**config.mk**
```make
export PLATFORM = sky130hd
export DESIGN_NAME = mem_access_stage
export DESIGN_NICKNAME = d
export VERILOG_FILES = /design/src/rtl/mips_pkg.sv /design/src/rtl/mem_wb_reg.sv /design/src/rtl/mem_access_stage.sv
export SDC_FILE = /design/constraint.sdc
export NUM_CORES = 1
export LEC_CHECK = 0
export CAP_MARGIN = 20
export CORE_ASPECT_RATIO = 2
export CORE_MARGIN = 2
export CORE_UTILIZATION = 29
export DETAILED_ROUTE_END_ITERATION = 10
export GPL_ROUTABILITY_DRIVEN = 1
export PLACE_DENSITY_LB_ADDON = 0.3
export SYNTH_ARGS = -nofsm -noshare
export SYNTH_HDL_FRONTEND = slang
export SYNTH_SLANG_ARGS = --single-unit
```
**constraint.sdc**
```tcl
create_clock -name clk -period 1.45 [get_ports clk]
set_clock_uncertainty 0.1 [all_clocks]
set_input_delay 0.2175 -clock clk [delete_from_list [all_inputs] [get_ports clk]]
set_output_delay 0.2175 -clock clk [all_outputs]
set_load 0.01 [all_outputs]
```
**src/rtl/mips_pkg.sv**
```systemverilog
`default_nettype none
// ============================================================================
// Module      : mips_pkg
// Description : Shared widths, MEM-stage FSM states and the MEM/WB bundle
//               for the 5-stage MIPS pipeline.
// Revision    : 1.0 - initial release
// ============================================================================
package mips_pkg;

    localparam int DATA_W = 32;
    localparam int REG_W  = 5;

    // MEM-stage access sequencer states
    typedef enum logic [0:0] {
        IDLE = 1'b0,
        WAIT = 1'b1
    } mem_state_e;

    // Contents of the MEM/WB pipeline register
    typedef struct packed {
        logic              reg_write;
        logic              mem_to_reg;
        logic [DATA_W-1:0] alu;
        logic [DATA_W-1:0] mem_data;
        logic [REG_W-1:0]  rd;
    } mem_wb_t;

endpackage
`default_nettype wire

```
**src/rtl/mem_wb_reg.sv**
```systemverilog
`default_nettype none
// ============================================================================
// Module      : mem_wb_reg
// Description : MEM/WB pipeline register. A bubble clears the write-back
//               controls; load data is captured only on completing reads.
// Revision    : 1.0 - initial release
// ============================================================================
module mem_wb_reg (
    input  logic                        clk,
    input  logic                        rst_n,
    input  logic                        bubble_i,
    input  logic                        load_mem_i,
    input  logic                        reg_write_i,
    input  logic                        mem_to_reg_i,
    input  logic [mips_pkg::DATA_W-1:0] alu_i,
    input  logic [mips_pkg::DATA_W-1:0] mem_data_i,
    input  logic [mips_pkg::REG_W-1:0]  rd_i,
    output logic                        reg_write_o,
    output logic                        mem_to_reg_o,
    output logic [mips_pkg::DATA_W-1:0] alu_o,
    output logic [mips_pkg::DATA_W-1:0] mem_data_o,
    output logic [mips_pkg::REG_W-1:0]  rd_o
);
    import mips_pkg::*;

    mem_wb_t wb_d;
    mem_wb_t wb_q;

    // Next MEM/WB contents: ALU result and destination always follow the
    // inputs, controls are squashed on a bubble, load data holds unless a
    // read completes this cycle.
    always_comb begin
        wb_d     = wb_q;
        wb_d.alu = alu_i;
        wb_d.rd  = rd_i;
        if (bubble_i) begin
            wb_d.reg_write  = 1'b0;
            wb_d.mem_to_reg = 1'b0;
        end else begin
            wb_d.reg_write  = reg_write_i;
            wb_d.mem_to_reg = mem_to_reg_i;
        end
        if (load_mem_i) begin
            wb_d.mem_data = mem_data_i;
        end
    end

    // Register update with asynchronous clear
    always_ff @(posedge clk or negedge rst_n) begin
        if (!rst_n) begin
            wb_q <= '0;
        end else begin
            wb_q <= wb_d;
        end
    end

    assign reg_write_o  = wb_q.reg_write;
    assign mem_to_reg_o = wb_q.mem_to_reg;
    assign alu_o        = wb_q.alu;
    assign mem_data_o   = wb_q.mem_data;
    assign rd_o         = wb_q.rd;

endmodule
`default_nettype wire

```
**src/rtl/mem_access_stage.sv**
```systemverilog
`default_nettype none
// ============================================================================
// Module      : mem_access_stage
// Description : MEM stage of the MIPS pipeline. Issues data-memory loads and
//               stores over a req/ack handshake, stalls upstream while the
//               memory is busy and feeds the MEM/WB register.
//               Optional macro MEM_TIMEOUT_EN: abandon an access after
//               TIMEOUT_CYC wait cycles without ack and pulse err_o.
//               DATA_W / REG_W must match the mips_pkg values.
// Revision    : 1.0 - initial release
// ============================================================================
module mem_access_stage #(
    parameter int DATA_W      = mips_pkg::DATA_W,
    parameter int REG_W       = mips_pkg::REG_W,
    parameter int TIMEOUT_CYC = 255
) (
    input  logic              clk,
    input  logic              rst_n,
    input  logic              RegWrite_i,
    input  logic              MemtoReg_i,
    input  logic              MemRead_i,
    input  logic              MemWrite_i,
    input  logic [DATA_W-1:0] ALU_i,
    input  logic [DATA_W-1:0] rt_i,
    input  logic [REG_W-1:0]  rd_i,
    output logic              dmem_req,
    output logic              dmem_we,
    output logic [DATA_W-1:0] dmem_addr,
    output logic [DATA_W-1:0] dmem_wdata,
    input  logic              dmem_ack,
    input  logic [DATA_W-1:0] dmem_rdata,
    output logic              stall_o,
    output logic              misalign_o,
    output logic              err_o,
    output logic              RegWrite_o,
    output logic              MemtoReg_o,
    output logic [DATA_W-1:0] ALU_o,
    output logic [DATA_W-1:0] mem_data_o,
    output logic [REG_W-1:0]  rd_o
);
    import mips_pkg::*;

    mem_state_e state_d;
    mem_state_e state_q;
    logic       misalign_d;
    logic       misalign_q;
    logic       req_w;
    logic       stall_w;
    logic       bubble_w;
    logic       load_mem_w;
    logic       op_w;
    logic       aligned_w;
    logic       reg_write_w;

`ifdef MEM_TIMEOUT_EN
    localparam int CNT_W = ($clog2(TIMEOUT_CYC + 1) > 8) ? $clog2(TIMEOUT_CYC + 1) : 8;
    logic [CNT_W-1:0] cnt_d;
    logic [CNT_W-1:0] cnt_q;
    logic             err_d;
    logic             err_q;
`else
    logic [31:0]      timeout_unused;
    assign timeout_unused = 32'(TIMEOUT_CYC);
`endif

    assign op_w      = MemRead_i | MemWrite_i;
    assign aligned_w = (ALU_i[1:0] == 2'b00);

    // Stores never write the register file, whatever decode asked for
    assign reg_write_w = RegWrite_i & ~MemWrite_i;

    // Access sequencing: request, stall, bubble and completion decisions
    always_comb begin
        state_d    = state_q;
        req_w      = 1'b0;
        stall_w    = 1'b0;
        bubble_w   = 1'b0;
        load_mem_w = 1'b0;
        misalign_d = 1'b0;
`ifdef MEM_TIMEOUT_EN
        cnt_d      = cnt_q;
        err_d      = 1'b0;
`endif
        case (state_q)
            IDLE: begin
                if (op_w) begin
                    if (aligned_w) begin
                        req_w = 1'b1;
                        if (dmem_ack) begin
                            // zero-wait completion, behaves like a plain register
                            load_mem_w = ~MemWrite_i;
                        end else begin
                            stall_w  = 1'b1;
                            bubble_w = 1'b1;
                            state_d  = WAIT;
`ifdef MEM_TIMEOUT_EN
                            cnt_d    = '0;
`endif
                        end
                    end else begin
                        // misaligned: suppress the access, drop the instruction
                        misalign_d = 1'b1;
                        bubble_w   = 1'b1;
                    end
                end
            end
            WAIT: begin
                req_w = 1'b1;
                if (dmem_ack) begin
                    load_mem_w = ~MemWrite_i;
                    state_d    = IDLE;
                end else begin
`ifdef MEM_TIMEOUT_EN
                    if (cnt_q == CNT_W'(TIMEOUT_CYC)) begin
                        // give up: release the pipeline with a bubble
                        req_w    = 1'b0;
                        bubble_w = 1'b1;
                        err_d    = 1'b1;
                        state_d  = IDLE;
                    end else begin
                        cnt_d    = cnt_q + 1'b1;
                        stall_w  = 1'b1;
                        bubble_w = 1'b1;
                    end
`else
                    stall_w  = 1'b1;
                    bubble_w = 1'b1;
`endif
                end
            end
            default: begin
                state_d = IDLE;
            end
        endcase
    end

    // FSM state and single-cycle status pulses
    always_ff @(posedge clk or negedge rst_n) begin
        if (!rst_n) begin
            state_q    <= IDLE;
            misalign_q <= 1'b0;
        end else begin
            state_q    <= state_d;
            misalign_q <= misalign_d;
        end
    end

`ifdef MEM_TIMEOUT_EN
    // Wait-cycle counter and timeout pulse
    always_ff @(posedge clk or negedge rst_n) begin
        if (!rst_n) begin
            cnt_q <= '0;
            err_q <= 1'b0;
        end else begin
            cnt_q <= cnt_d;
            err_q <= err_d;
        end
    end
    assign err_o = err_q;
`else
    assign err_o = 1'b0;
`endif

    // Handshake and stall are masked by reset so they drop without a clock
    assign dmem_req   = rst_n & req_w;
    assign stall_o    = rst_n & stall_w;
    assign dmem_we    = MemWrite_i;
    assign dmem_addr  = ALU_i;
    assign dmem_wdata = rt_i;
    assign misalign_o = misalign_q;

    mem_wb_reg u_mem_wb_reg (
        .clk          (clk),
        .rst_n        (rst_n),
        .bubble_i     (bubble_w),
        .load_mem_i   (load_mem_w),
        .reg_write_i  (reg_write_w),
        .mem_to_reg_i (MemtoReg_i),
        .alu_i        (ALU_i),
        .mem_data_i   (dmem_rdata),
        .rd_i         (rd_i),
        .reg_write_o  (RegWrite_o),
        .mem_to_reg_o (MemtoReg_o),
        .alu_o        (ALU_o),
        .mem_data_o   (mem_data_o),
        .rd_o         (rd_o)
    );

endmodule
`default_nettype wire
```
== After elaboration in Yosys (flattened, before gate mapping) ==
Cells that the tools add are included.
Word-level totals
  flip-flop bits (word level): 73
  word-level logic and storage cells: 32
  input bits: 108
  output and inout bits: 140
Operators by class
  bitwise operators: 6
  reductions and logical operators: 1
  multiplexer cells: 18
Operator list (count)
  1-bit 2-to-1 mux: 13
  1-bit case mux with 2 select lines: 4
  1-bit AND: 3
  2-bit zero test: 1
  2-bit 2-to-1 mux: 1
  1-bit inverter: 2
  1-bit bitwise OR: 1

== Longest topological paths before layout ==
  depth in word-level cells: 5
  depth in mapped cells: 4
  depth with buffers taken out: 3

== Hierarchy ==
From an unflattened synthesis, not the netlist that was laid out.
Second synthesis, totals
  cell total of the unflattened synthesis: 190
  area, all modules: 2959.1 um^2
Modules (own cells, without submodules)
  mem_wb_reg: instances 1, cells each 109, sequential area each 1776.7 um^2, area an instance 2333.5 um^2
  mem_access_stage: instances 1, cells each 81, sequential area each 50.0 um^2, area an instance 625.6 um^2

== Worst setup path after synthesis ==
No wires, ideal clock.
  path kind: reg2reg
  start point: register state_q
  end point: register u_mem_wb_reg.wb_q, in the netlist u_mem_wb_reg.mem_data_o[10]
  clock period less this slack: 1.359 ns
  library setup time: 0.125 ns
  arrival: 1.134 ns
  data required time: 1.225 ns
  cell stages (with the launch flop): 4
  path buffers: 1
  slack: 0.091 ns
  cell sequence: dfrtp_1 -> o21ai_4 -> buf_6 -> mux2_4
On the way
  cells in the longest elaborated chain, start to end: 2
RTL lines
  from (decl): RTL line mem_access_stage.sv:44  | mem_state_e state_q;
  from (signal assigned): RTL line mem_access_stage.sv:143  | state_q <= state_d;
  1-bit inverter
  1-bit case mux with 2 select lines (*): RTL line mem_access_stage.sv:84  | case (state_q)
  to (signal assigned): RTL line mem_wb_reg.sv:53  | wb_q <= wb_d;
  to (decl): RTL line mem_wb_reg.sv:27  | mem_wb_t wb_q;
Every way passes the cells marked *; elsewhere a longest branch is shown, timed or not.
A chain may end at the register's enable or synchronous reset.

== Worst setup path after layout ==
  start point: register state_q
  end point: register u_mem_wb_reg.wb_q, in the netlist u_mem_wb_reg.mem_data_o[21]
Same word-level chain as after synthesis.

==> impl_metrics.json <==
{
  "buffer_ports.inserted": 182,
  "placeable_core_region_um2": 10000,
  "fraction_of_final_layout_cells_sized_beyond_drive_strength_1": 0.234,
  "synth-warning-count": 0,
  "grt_pass1_vias": 2169,
  "synthDominantAreaCellType": "sky130_fd_sc_hd__dfrtp_1",
  "area_share_of_the_largest_cell_type_after_synthesis": 0.620,
  "violations": "setup timing",
  "routed_wire_length_per_instance_um": 16.2,
  "drtPass1Iterations": 4,
  "clock_root_cell": "sky130_fd_sc_hd__clkbuf_16",
  "cp.arrival_ns": 1.66,
  "initial_core_util": 0.294,
  "cell_area_synth_um2": 2950,
  "gp_congestion": 0.752,
  "htree_num_levels": 3,
  "finish.net_count": 449,
  "report.final.hold_viol_count": 0,
  "dieArea_um2": 11000,
  "synth_seq_area_share": 0.620,
  "final_max_slew_viol_count": 0,
  "drt_iter0_markers": 47,
  "die_w_um": 75.3,
  "routed_wirelength_um": 7780,
  "critPathRequiredTime_ns": 1.56,
  "critical_path_class": "reg -> reg",
  "synthDistinctLibCells": 16,
  "timing.critical_path.from_type": "flop",
  "place.detailed.hpwl_um": 5820,
  "maxCapViolations": 0,
  "p_per_area_nw_per_um2": 1270,
  "total_power_uw": 6170,
  "worst_setup_path_end_kind": "flop",
  "layout_common_cells": "108 x sky130_fd_sc_hd__dlygate4sd2_1, 73 x sky130_fd_sc_hd__dfrtp_1, 70 x sky130_fd_sc_hd__clkdlybuf4s50_1, 32 x sky130_fd_sc_hd__mux2_4, 17 x sky130_fd_sc_hd__buf_4",
  "fillers": 957,
  "period_needed_ns": 1.55,
  "timing.hold.worst.class": "in -> async",
  "cts_tree": "done",
  "worstRegToRegCells": 5,
  "count_of_clock_tree_sinks": 73,
  "die_span_y_um": 147,
  "route.detailed.vias_per_inst": 3.97,
  "synthTopCellsByArea": "sky130_fd_sc_hd__dfrtp_1 62%, sky130_fd_sc_hd__buf_4 17%, sky130_fd_sc_hd__mux2_4 15%, sky130_fd_sc_hd__buf_6 1.1%, sky130_fd_sc_hd__mux2_2 0.76%",
  "clk_transition_reported_paths_ns": 0.06,
  "grt_setup_unrepaired": "true",
  "insertion_delay_ns": 0.32,
  "first_pass_grt_wire_length_um": 11700,
  "ys_seq_elements": 73,
  "routed-via-count": 1911,
  "tightest_slew_ns": 0.698,
  "final-setup-viol-count": 34,
  "numCtsBuffers": 9,
  "dp_slack_ns": -0.692,
  "flow.area_growth_from_synthesis_pct": 65.4,
  "cp_max_fo": 8,
  "grt-ovfl-total": 0,
  "layout.cells.most_common": "sky130_fd_sc_hd__dlygate4sd2_1",
  "drcViolationCount": 0,
  "timing.slew.headroom": 0.535,
  "grt_start_max_net_pins": 55,
  "vdd_drop_max_v": 0.000641,
  "gr-usage-all-layers": 0.148,
  "floorplan.io_pins": 248,
  "antenna_cells_inserted": 0,
  "fmax_ghz": 0.645,
  "outcome": "finished, violations left",
  "fin_ws_ns": -0.0997,
  "final_min_period_over_clock_period": 1.07,
  "syn_area_per_cell_um2": 15.4,
  "power.leakage_uw": 0.00241,
  "postRouteAntennaNets": 0,
  "synth_cells": 191,
  "placement_rows": 52,
  "cts_buffer_depth": 2,
  "postSynthNetCount": 299,
  "initial_antenna_violation_count": 0
}
[synth_stat cells]
cell	number
sky130_fd_sc_hd__dfrtp_1	73
sky130_fd_sc_hd__buf_4	66
sky130_fd_sc_hd__mux2_4	30
sky130_fd_sc_hd__buf_6	3
sky130_fd_sc_hd__nor2_1	3
sky130_fd_sc_hd__nor2b_1	3
sky130_fd_sc_hd__a21oi_1	2
sky130_fd_sc_hd__mux2_2	2
sky130_fd_sc_hd__nor3b_1	2
sky130_fd_sc_hd__a2bb2oi_1	1
sky130_fd_sc_hd__and2b_1	1
sky130_fd_sc_hd__conb_1	1
sky130_fd_sc_hd__nor3b_2	1
sky130_fd_sc_hd__o21ai_4	1
sky130_fd_sc_hd__o21bai_1	1
sky130_fd_sc_hd__or2_2	1
[metal layers]
metal  up-vias  global-route usage  wire length, um  share of wire
li1        858                   -                -              -
met1       932               0.144             2480           0.32
met2        94               0.264             4490           0.58
met3        27              0.0324              488          0.063
met4         0              0.0939              323          0.042
met5         -                   0                0              0
[report_power, final]
part           internal, uW  leakage, uW  total, uW  switching [uW]
logic                   901      0.00139       1460             554
clock network          1380     0.000153       2230             851
registers              2340     0.000866       2480             133
total                  4630      0.00241       6170            1540
[flip-flops by register name, summed over array words and instances, names as in the netlist]
signal	count
u_mem_wb_reg.reg_write_o	1
u_mem_wb_reg.rd_o	5
u_mem_wb_reg.mem_to_reg_o	1
misalign_o	1
state_q	1
u_mem_wb_reg.mem_data_o	32
u_mem_wb_reg.alu_o	32
[area by class of cell]
| cell class | instances | area [um^2] | area share |
|---|---|---|---|
| clock buffer | 10 | 239 | 0.0490 |
| multi-input combinational | 49 | 612 | 0.126 |
| sequential | 73 | 1830 | 0.375 |
| timing repair buffer | 208 | 1960 | 0.402 |
| tap | 135 | 169 | 0.0347 |
| clock inverter | 6 | 66.3 | 0.0136 |
[cells by family (layout without fill, tap and decap cells)]
family,count (synthesis),after routing,synth area share
DFF,73,73,0.620
buffers and inverters,69,224,0.180
AOI/OAI and AO/OA,5,5,0.0144
muxes,32,32,0.161
and+or+nand+nor,11,11,0.0242
other,1,1,0.00127
[stage by stage]
step / instances / hold slack, ns / util / TNS, ns / area [um^2]
global route: 481 / 0.176 / 0.487 / -3.64 / 4870
detailed placement: 459 / -0.0776 / 0.457 / -20.23 / 4580
global placement: 459 / -0.0774 / 0.457 / -20.02 / 4580
CTS: 483 / 0.143 / 0.489 / -2.14 / 4890
finish: 481 / 0.163 / 0.487 / -2.36 / 4870
floorplan: 191 / -0.178 / - / 0 / 2950
[final timing paths]
| kind | from | end | slack [ns] |
|---|---|---|---|
| hold / removal | rst_n | u_mem_wb_reg.alu_o[28] | 0.16 |
| setup reg to reg | state_q | u_mem_wb_reg.mem_data_o[21] | -0.1 |
| setup / recovery | state_q | u_mem_wb_reg.mem_data_o[21] | -0.1 |
| min in group clk | ALU_i[0] | u_mem_wb_reg.alu_o[0] | 0.20 |
| max in group asynchronous | rst_n | u_mem_wb_reg.mem_data_o[0] | 0.25 |
| hold reg to reg | u_mem_wb_reg.mem_data_o[5] | u_mem_wb_reg.mem_data_o[5] | 0.40 |
[what timing repair did]
item	4_1_cts	5_1_grt
pin swaps	4	2
hold buffers	2	0
resized for setup	128	5
endpoints found under the setup margin	139	35
setup buffers	4	1
endpoints found under the hold margin	19	0
cloned	2	0
[critical path, stage by stage (launching register included)]
cell                      delay (ns)
sky130_fd_sc_hd__dfrtp_1        0.41
sky130_fd_sc_hd__buf_6          0.13
sky130_fd_sc_hd__o21ai_4        0.19
sky130_fd_sc_hd__buf_12         0.16
sky130_fd_sc_hd__buf_12         0.14
sky130_fd_sc_hd__mux2_4         0.30
Power figures use the tool's default switching activity.
